**config.mk**
```make
export PLATFORM = sky130hd
export DESIGN_NAME = add_32bits_seq
export DESIGN_NICKNAME = d
export VERILOG_FILES = /design/src/rtl/add_pkg.sv /design/src/rtl/add_chunk.sv /design/src/rtl/add_32bits_seq.sv
export SDC_FILE = /design/constraint.sdc
export NUM_CORES = 1
export LEC_CHECK = 0
export ABC_AREA = 1
export ABC_CLOCK_PERIOD_IN_PS = 2650
export CAP_MARGIN = 20
export CELL_PAD_IN_SITES_DETAIL_PLACEMENT = 1
export CELL_PAD_IN_SITES_GLOBAL_PLACEMENT = 1
export CORE_MARGIN = 1
export CORE_UTILIZATION = 51
export CTS_CLUSTER_DIAMETER = 120
export DETAILED_ROUTE_END_ITERATION = 7
export DONT_BUFFER_PORTS = 1
export PLACE_DENSITY_LB_ADDON = 0.1
export SYNTH_ARGS = -nofsm -noshare
export SYNTH_HDL_FRONTEND = slang
export SYNTH_HIERARCHICAL = 1
export SYNTH_SLANG_ARGS = --single-unit
```
**constraint.sdc**
```tcl
create_clock -name clk -period 2.65 [get_ports clk]
set_input_delay 0.53 -clock clk [delete_from_list [all_inputs] [get_ports clk]]
set_output_delay 0.53 -clock clk [all_outputs]
set_load 0.03 [all_outputs]
```
**src/rtl/add_pkg.sv**
```systemverilog
// Shared definitions for the chunked sequential adder: FSM encoding, default
// geometry and signed saturation constants.
package add_pkg;

  typedef enum logic [1:0] {
    ST_IDLE = 2'd0,
    ST_RUN  = 2'd1,
    ST_DONE = 2'd2
  } state_t;

  localparam int ADD_W     = 32;
  localparam int ADD_CHUNK = 8;
  localparam int NCH       = ADD_W / ADD_CHUNK;
  localparam int CNT_W     = (NCH > 1) ? $clog2(NCH) : 1;

  localparam logic [ADD_W-1:0] SAT_POS = 32'h7FFF_FFFF;
  localparam logic [ADD_W-1:0] SAT_NEG = 32'h8000_0000;

  // A single-chunk build still needs a one-bit counter.
  function automatic int cnt_width(input int n);
    return (n > 1) ? $clog2(n) : 1;
  endfunction

endpackage

```
**src/rtl/add_chunk.sv**
```systemverilog
// CHUNK-bit combinational ripple adder slice with carry in and carry out.
module add_chunk #(
  parameter int CHUNK = 8
) (
  input  logic [CHUNK-1:0] a,
  input  logic [CHUNK-1:0] b,
  input  logic             cin,
  output logic [CHUNK-1:0] s,
  output logic             cout
);

  logic [CHUNK:0] sum;

  assign sum  = {1'b0, a} + {1'b0, b} + {{CHUNK{1'b0}}, cin};
  assign s    = sum[CHUNK-1:0];
  assign cout = sum[CHUNK];

endmodule

```
**src/rtl/add_32bits_seq.sv**
```systemverilog
// Multi-cycle W-bit adder, CHUNK bits per cycle LSB first, carry rippled through
// a register. Optional signed saturation of Y on overflow under ADD32_SAT_EN.
module add_32bits_seq
  import add_pkg::*;
#(
  parameter int W     = ADD_W,
  parameter int CHUNK = ADD_CHUNK
) (
  input  logic         clk,
  input  logic         rst_n,
  input  logic         in_valid,
  output logic         in_ready,
  input  logic [W-1:0] A,
  input  logic [W-1:0] B,
  output logic         out_valid,
  input  logic         out_ready,
  output logic [W-1:0] Y,
  output logic         C_OUT,
  output logic         OVF
);

  localparam int NCH_L   = W / CHUNK;
  localparam int CNT_W_L = cnt_width(NCH_L);
  localparam logic [CNT_W_L-1:0] LAST = CNT_W_L'(NCH_L - 1);

  state_t               state, state_nx;
  logic [CNT_W_L-1:0]   cnt;
  logic                 carry;
  logic [W-1:0]         a_sh, b_sh;
  logic                 sign_a, sign_b;
  logic [CHUNK-1:0]     s;
  logic                 cout;
  logic [W-1:0]         y_wr;
  logic [W-1:0]         y_final;
  logic                 ovf_nx;
  logic                 accept;
  logic                 last;
  logic [1:0]           rst_sync;
  logic                 rst_int_n;

`ifdef ADD32_SAT_EN
  function automatic logic [W-1:0] sat_y(input logic [W-1:0] y, input logic ovf,
                                         input logic neg);
    if (!ovf)
      return y;
    return neg ? {1'b1, {(W-1){1'b0}}} : {1'b0, {(W-1){1'b1}}};
  endfunction
`endif

  // Reset asserts immediately, deasserts two edges after rst_n rises.
  always_ff @(posedge clk or negedge rst_n) begin
    if (!rst_n)
      rst_sync <= 2'b00;
    else
      rst_sync <= {rst_sync[0], 1'b1};
  end
  assign rst_int_n = rst_sync[1];

  add_chunk #(.CHUNK(CHUNK)) u_chunk (
    .a    (a_sh[CHUNK-1:0]),
    .b    (b_sh[CHUNK-1:0]),
    .cin  (carry),
    .s    (s),
    .cout (cout)
  );

  assign in_ready  = (state == ST_IDLE);
  assign out_valid = (state == ST_DONE);
  assign accept    = in_valid && (state == ST_IDLE);
  assign last      = (state == ST_RUN) && (cnt == LAST);

  always_comb begin
    state_nx = state;
    case (state)
      ST_IDLE: if (in_valid)     state_nx = ST_RUN;
      ST_RUN:  if (cnt == LAST)  state_nx = ST_DONE;
      ST_DONE: if (out_ready)    state_nx = ST_IDLE;
      default:                   state_nx = ST_IDLE;
    endcase
  end

  always_comb begin
    y_wr = Y;
    for (int i = 0; i < NCH_L; i++) begin
      if (cnt == CNT_W_L'(i))
        y_wr[i*CHUNK +: CHUNK] = s;
    end
  end

  // The top chunk's sum bit is the result sign on the final RUN cycle.
  assign ovf_nx = (sign_a == sign_b) && (s[CHUNK-1] != sign_a);

`ifdef ADD32_SAT_EN
  assign y_final = sat_y(y_wr, ovf_nx, sign_a);
`else
  assign y_final = y_wr;
`endif

  // Stage: control, carry chain and result registers
  always_ff @(posedge clk or negedge rst_int_n) begin
    if (!rst_int_n) begin
      state <= ST_IDLE;
      cnt   <= '0;
      carry <= 1'b0;
      Y     <= '0;
      C_OUT <= 1'b0;
      OVF   <= 1'b0;
    end else begin
      state <= state_nx;
      if (accept) begin
        cnt   <= '0;
        carry <= 1'b0;
      end else if (state == ST_RUN) begin
        cnt   <= cnt + CNT_W_L'(1);
        carry <= cout;
        Y     <= last ? y_final : y_wr;
        if (last) begin
          C_OUT <= cout;
          OVF   <= ovf_nx;
        end
      end
    end
  end

  // Stage: operand shift registers, loaded only on the accept edge
  always_ff @(posedge clk) begin
    if (accept) begin
      a_sh   <= A;
      b_sh   <= B;
      sign_a <= A[W-1];
      sign_b <= B[W-1];
    end else if (state == ST_RUN) begin
      a_sh <= a_sh >> CHUNK;
      b_sh <= b_sh >> CHUNK;
    end
  end

endmodule

```
==> results of run 1 <==
final cells by class:
| class | count | area (µm²) |
|---|---|---|
| Clock inverter | 7 | 60.1 |
| Timing Repair Buffer | 7 | 92.6 |
| Multi-Input combinational cell | 345 | 1510 |
| Clock buffer | 9 | 124 |
| Fill cell | 1000 | 3790 |
| Tap cell | 108 | 135 |
| Sequential cell | 107 | 3010 |
| Inverter | 35 | 131 |
routing by layer:
metal  vias up  GRT usage, %
met1      1497          22.3
met3        10          5.44
met5         -             0
met2        76          37.2
met4         0          7.23
li1       1559             -
flip-flops by register name (all words and copies together) (netlist names):
signal and count:
state 2, sign_a 1, OVF 1, b_sh 32
C_OUT 1, a_sh 32, carry 1, sign_b 1
Y 32, cnt 2, rst_sync 2
Yosys cell counts (2+ instances only):
master      n  area, µm²
nor2_2      3       18.8
edfxtp_1   66       1980
inv_1      33        124
buf_2       6       30.0
xnor2_1     2       17.5
ha_1       11        138
nor2_1     23       86.3
buf_4       6       45.0
or2_4       2       17.5
a21oi_1     3       15.0
nand3_1     4       20.0
o21ai_0     3       15.0
inv_2       2       7.51
fa_1        2       40.0
dfrtp_1    41       1030
nand2_2     4       25.0
nand2_1   282       1060
logic make-up after synthesis:
| group | count (synthesis) | share of synthesized area (%) |
|---|---|---|
| buffers and inverters | 48 | 4.60 |
| other | 1 | 0.0792 |
| adders and majority gates | 13 | 3.75 |
| AOI/OAI and AO/OA | 7 | 0.793 |
| DFF | 107 | 63.5 |
| and+or+nand+nor | 321 | 26.7 |
| xor gates and xnor gates | 3 | 0.555 |
worst max-delay path: stages, from the launching register on:
cell	delay [ns]
edfxtp_1	0.42
fa_1	0.48
fa_1	0.42
nand2_1	0.09
nand2_1	0.10
nand3b_4	0.09
nand2_1	0.07
nand2_1	0.08
nand2_1	0.10
nand2_1	0.09
nand2_1	0.06
report_power, final:
part           internal [mW]  switching (mW)
clock                  0.361           0.586
combinational          0.908            1.85
sequential              2.81           0.825
through the flow:
step / hold WS [ns] / setup slack, ns / instance area, µm² / std cells
floorplan: 0.234 / 0.283 / 4730 / 500
global placement: 0.234 / 0.663 / 4870 / 601
detailed placement: 0.234 / 0.541 / 4870 / 601
CTS: 0.237 / 0.520 / 5060 / 618
global route: 0.232 / 0.425 / 5060 / 618
finish: 0.252 / 0.538 / 5060 / 618
placed cells by master, fill, tap and decap left out, types with 4 or more instances in the layout:
cell type | netlist | layout
dfrtp_1 | 41 | 41
inv_1 | 33 | 32
nand2_1 | 282 | 281
ha_1 | 11 | 11
edfxtp_1 | 66 | 66
clkbuf_8 | 0 | 9
nand3_1 | 4 | 4
nand2_2 | 4 | 5
nor2_1 | 23 | 23
worst max path at each step:
| stage | from | end | slack, ns | cells past startpoint |
|---|---|---|---|---|
| after global routing | a_sh[0]$_DFFE_PP_ | Y[14]$_DFFE_PN0P_ | 0.43 | 10 |
| after CTS | a_sh[0]$_DFFE_PP_ | Y[14]$_DFFE_PN0P_ | 0.52 | 10 |
| final | a_sh[0]$_DFFE_PP_ | Y[14]$_DFFE_PN0P_ | 0.54 | 10 |
| after global placement | a_sh[0]$_DFFE_PP_ | Y[6]$_DFFE_PN0P_ | 0.66 | 10 |
| after detailed placement | a_sh[0]$_DFFE_PP_ | Y[14]$_DFFE_PN0P_ | 0.54 | 10 |
| after floorplan | in_valid | a_sh[0]$_DFFE_PP_ | 0.28 | 2 |
timing repair:
action	in CTS	in global routing
buffers inserted	0	0
hold buffers	1	0
hold endpoints to repair	2	0
==> impl_metrics.json, run 1 <==
{
  "ys_seq_area_share_pct": 63.5,
  "worst_ep_arrival_time_ns": 2.37,
  "relSlewSlack_pct": 58.0,
  "dr_total_vias": 3142,
  "rr_startpoint": "a_sh[0]$_DFFE_PP_",
  "hold_path_end": "sign_a$_DFFE_PP_",
  "violations": "design-rule violations",
  "period_share_pct": 79.7,
  "p_per_area_mw_per_mm2": 1450,
  "final_hold_viol_count": 0,
  "ios": 104,
  "wl_met1_um": 3750,
  "die_h_um": 98.4,
  "peakVddDrop_uv": 554,
  "vias_per_cell": 5.08,
  "rows": 34,
  "slew_violations": 0,
  "fp.dieW_um": 98.4,
  "fin_util_pct": 57.2,
  "grt_max_degree": 66,
  "leakage_nw": 2.55,
  "die_area_mm2": 0.00967,
  "whs_path_depth": 0,
  "ys_ff_latch": 107,
  "antenna_found_initial": 0,
  "ant_nets": 0,
  "wl_met3_um": 513,
  "global_route.overflow_total": 0,
  "grt_usage_pct": 20.2,
  "cts_sinks": 107,
  "finalPower_mw": 7.35,
  "syn-cell-area_mm2": 0.00473,
  "dp_hpwl_um": 6800,
  "coreArea_mm2": 0.00885,
  "firstDrtPassIters": 7,
  "hp-class": "in2reg",
  "htreeDepth": 3,
  "cp-start-kind": "flop",
  "cp_max_fo": 4,
  "period_needed_ns": 2.11,
  "gp_congestion": 0.768,
  "status": "finished with violations",
  "wire_per_inst_um": 15.0,
  "synth_fp_nets": 581,
  "cts_tree": "done",
  "reg2reg_depth": 10,
  "clk_pin_slew_ns": 0.10,
  "routed_wl_um": 9300,
  "max_cap_viol_count": 0,
  "wl_met2_um": 4920,
  "clockRootBuffer": "clkbuf_8",
  "clock_latency_ns": 0.37,
  "drc": 8,
  "start_util_pct": 53.5,
  "rrSetupSlack_ns": 0.54,
  "fmax_mhz": 473,
  "yosys_warnings": 6,
  "synth_cell_type_count": 24,
  "fin_setup_tns_ns": 0,
  "ys_async_sr_fraction_pct": 38.3,
  "rsz0062_at_grt": "false",
  "clockBufferDepth": 2,
  "grt_pass1_wl_um": 15100,
  "end_kind": "flop",
  "final_net_count": 586,
  "setup_viol": 0,
  "r2r_end": "Y[14]$_DFFE_PN0P_",
  "required_ns": 2.91,
  "syn_to_final_growth_pct": 6.92,
  "first_global_vias": 3257,
  "synthCells": 500,
  "fin_worst_skew_ns": 0.0134,
  "drtIter0Drc": 88,
  "highest_layer": "met4",
  "yosys_most_used_dff": "edfxtp_1",
  "numCtsBuffers": 9,
  "avgSynthCellArea_um2": 9.47,
  "synth_edf_count": 66,
  "min-delay-start": "A[31]",
  "n_antenna_cell": 0,
  "portBuffers": 0,
  "cts_resized": 0,
  "path_class": "reg2reg",
  "drive_gt1_share_pct": 7.25,
  "worstMarginPinSlew_ns": 0.629
}
(Power assumes the default switching activity.)
==> run 2: changes to the inputs <==
Settings changed: ABC_CLOCK_PERIOD_IN_PS 2650 to 2150, CORE_UTILIZATION 51 to 48.
Clock period 2.65 ns to 2.15 ns, I/O delays scaled along.
==> run 2 against run 1 <==
  * The run now ends clean
  * Die area up 6.1%
  * Critical path type unchanged
  * Via count down 0.19%
  * Highest routed layer unchanged
  * Largest cell class unchanged
  * Sequential cell count unchanged
  * Utilization down 2.9 points
  * Critical path depth unchanged
  * Clock skew up 0.0045 ns
  * First-iteration DRC count up 10%
  * Cell count up 3.4%
==> impl_metrics.json, run 2 (synthesis gave the netlist of run 1 again) <==
{
  "die_h_um": 101,
  "final_common_cell": "nand2_1",
  "die_area_mm2": 0.0103,
  "hp-class": "in2reg",
  "min-delay-start": "B[31]",
  "clockRootBuffer": "clkbuf_8",
  "cts_setup_buffers": 0,
  "drtIter0Drc": 97,
  "htreeDepth": 3,
  "fin_util_pct": 54.3,
  "max_cap_viol_count": 0,
  "peakVddDrop_uv": 573,
  "cp_max_fo": 4,
  "firstDrtPassIters": 4,
  "rr_startpoint": "a_sh[0]$_DFFE_PP_",
  "routed_wl_um": 9680,
  "n_antenna_cell": 0,
  "final_net_count": 586,
  "clk_pin_slew_ns": 0.10,
  "numCtsBuffers": 9,
  "status": "completed",
  "instances_no_fill": 639,
  "vias_per_cell": 4.91,
  "reg2reg_depth": 10,
  "drc": 0,
  "first_global_vias": 3317,
  "final_hold_viol_count": 0,
  "period_needed_ns": 1.97,
  "leakage_nw": 2.55,
  "whs_path_depth": 0,
  "portBuffers": 0,
  "n_fill_cell": 1081,
  "dp_hpwl_um": 6850,
  "coreArea_mm2": 0.00942,
  "grt_max_degree": 65,
  "syn_to_final_growth_pct": 8.06,
  "worst_ep_arrival_time_ns": 2.23,
  "fin_setup_tns_ns": 0,
  "final_cell_mix": "nand2_1, edfxtp_1, dfrtp_1",
  "global_route.overflow_total": 0,
  "required_ns": 2.41,
  "fin_worst_skew_ns": 0.0179,
  "cts_tree": "done",
  "hold_path_end": "sign_b$_DFFE_PP_",
  "place_inst": 622,
  "setup_viol": 0,
  "relSlewSlack_pct": 57.0,
  "path_class": "reg2reg",
  "crit_top_cell": "nand2_1",
  "clock_latency_ns": 0.37,
  "drive_gt1_share_pct": 7.45,
  "crit_slowest_cell": "fa_1",
  "clockBufferDepth": 2,
  "fmax_mhz": 507,
  "finalPower_mw": 9.20,
  "p_per_area_mw_per_mm2": 1800,
  "ios": 104,
  "rows": 35,
  "antenna_found_initial": 0,
  "start_util_pct": 50.3,
  "ant_nets": 0,
  "crit_chain": "fa_1 -> fa_2 -> nand2_1 -> nand2_1 -> nand3b_4 -> nand2_1 -> nand2_1 -> nand2_1 -> nand2_1 -> nand2_1",
  "cp-start-kind": "flop",
  "grt_usage_pct": 20.2,
  "grt_pass1_wl_um": 15500,
  "wire_per_inst_um": 15.1,
  "r2r_end": "Y[22]$_DFFE_PN0P_",
  "fp.dieW_um": 101,
  "cp_num_buf_inv": 0,
  "slew_violations": 0,
  "dr_total_vias": 3136,
  "rrSetupSlack_ns": 0.18,
  "slowest_delay_ns": 0.47,
  "worstMarginPinSlew_ns": 0.642,
  "end_kind": "flop",
  "cts_sinks": 107,
  "gp_congestion": 0.736,
  "crit_family": "adder cells",
  "rsz0062_at_grt": "false",
  "period_share_pct": 91.8,
  "reg.largest.list": "Y: 32 flops, a_sh: 32 flops, b_sh: 32 flops"
}
-- run 2: changes by cell type in the layout (fill, tap and decap cells not counted), sizes merged --
| cell | change |
|---|---|
| inv | -3 |
| clkinv | -1 |
| clkbuf | +3 |
| clkinvlp | +1 |
-- run 2: worst max-delay path by stage --
stage | start | to | slack [ns] | cells after the start
2_1_floorplan | in_valid | a_sh[0]$_DFFE_PP_ | 0.02 | 2
3_3_place_gp | a_sh[0]$_DFFE_PP_ | Y[6]$_DFFE_PN0P_ | 0.18 | 10
3_5_place_dp | a_sh[0]$_DFFE_PP_ | Y[6]$_DFFE_PN0P_ | 0.12 | 10
4_1_cts | a_sh[0]$_DFFE_PP_ | Y[6]$_DFFE_PN0P_ | 0.11 | 10
5_1_grt | b_sh[0]$_DFFE_PP_ | Y[22]$_DFFE_PN0P_ | 0.02 | 10
6_report | a_sh[0]$_DFFE_PP_ | Y[22]$_DFFE_PN0P_ | 0.18 | 10
-- run 2: power by group --
part	internal, mW	switching [mW]
combinational	1.11	2.30
clock	0.581	0.709
sequential	3.47	1.03
-- run 2: metrics by stage --
step,setup slack [ns],hold WS [ns],area [µm²]
2_1_floorplan,0.0181,0.134,4740
3_3_place_gp,0.177,0.134,4890
3_5_place_dp,0.124,0.134,4890
4_1_cts,0.105,0.131,5110
5_1_grt,0.0169,0.128,5120
6_report,0.176,0.152,5120
-- run 2: layer usage --
metal | up-vias | global-route usage [%] | routed length [µm]
met5 | - | 0 | 0
met4 | 0 | 8.14 | 123
met3 | 7 | 6.00 | 630
met2 | 76 | 36.4 | 5150
met1 | 1498 | 22.4 | 3780
li1 | 1555 | - | -
-- run 2: area by class of cell --
class / count / area (µm²) / share of cell area, %
Sequential cell: 107 / 3010 / 58.8
Clock buffer: 12 / 178 / 3.47
Timing Repair Buffer: 7 / 80.1 / 1.57
Clock inverter: 4 / 37.5 / 0.734
Inverter: 35 / 135 / 2.64
Multi-Input combinational cell: 345 / 1520 / 29.6
Tap cell: 129 / 161 / 3.15
-- run 2: timing repair --
item | in CTS | in global routing
setup endpoints to repair | 0 | 8
hold buffers | 1 | 0
gates resized for setup | 0 | 2
endpoints found under the hold margin | 2 | 0
-- run 2: worst reg2reg max path, stage by stage, from the launching register on --
cell	delay (ns)
edfxtp_1	0.41
fa_1	0.47
fa_2	0.37
nand2_1	0.08
nand2_1	0.09
nand3b_4	0.09
nand2_1	0.06
nand2_1	0.06
nand2_1	0.10
nand2_1	0.09
nand2_1	0.05
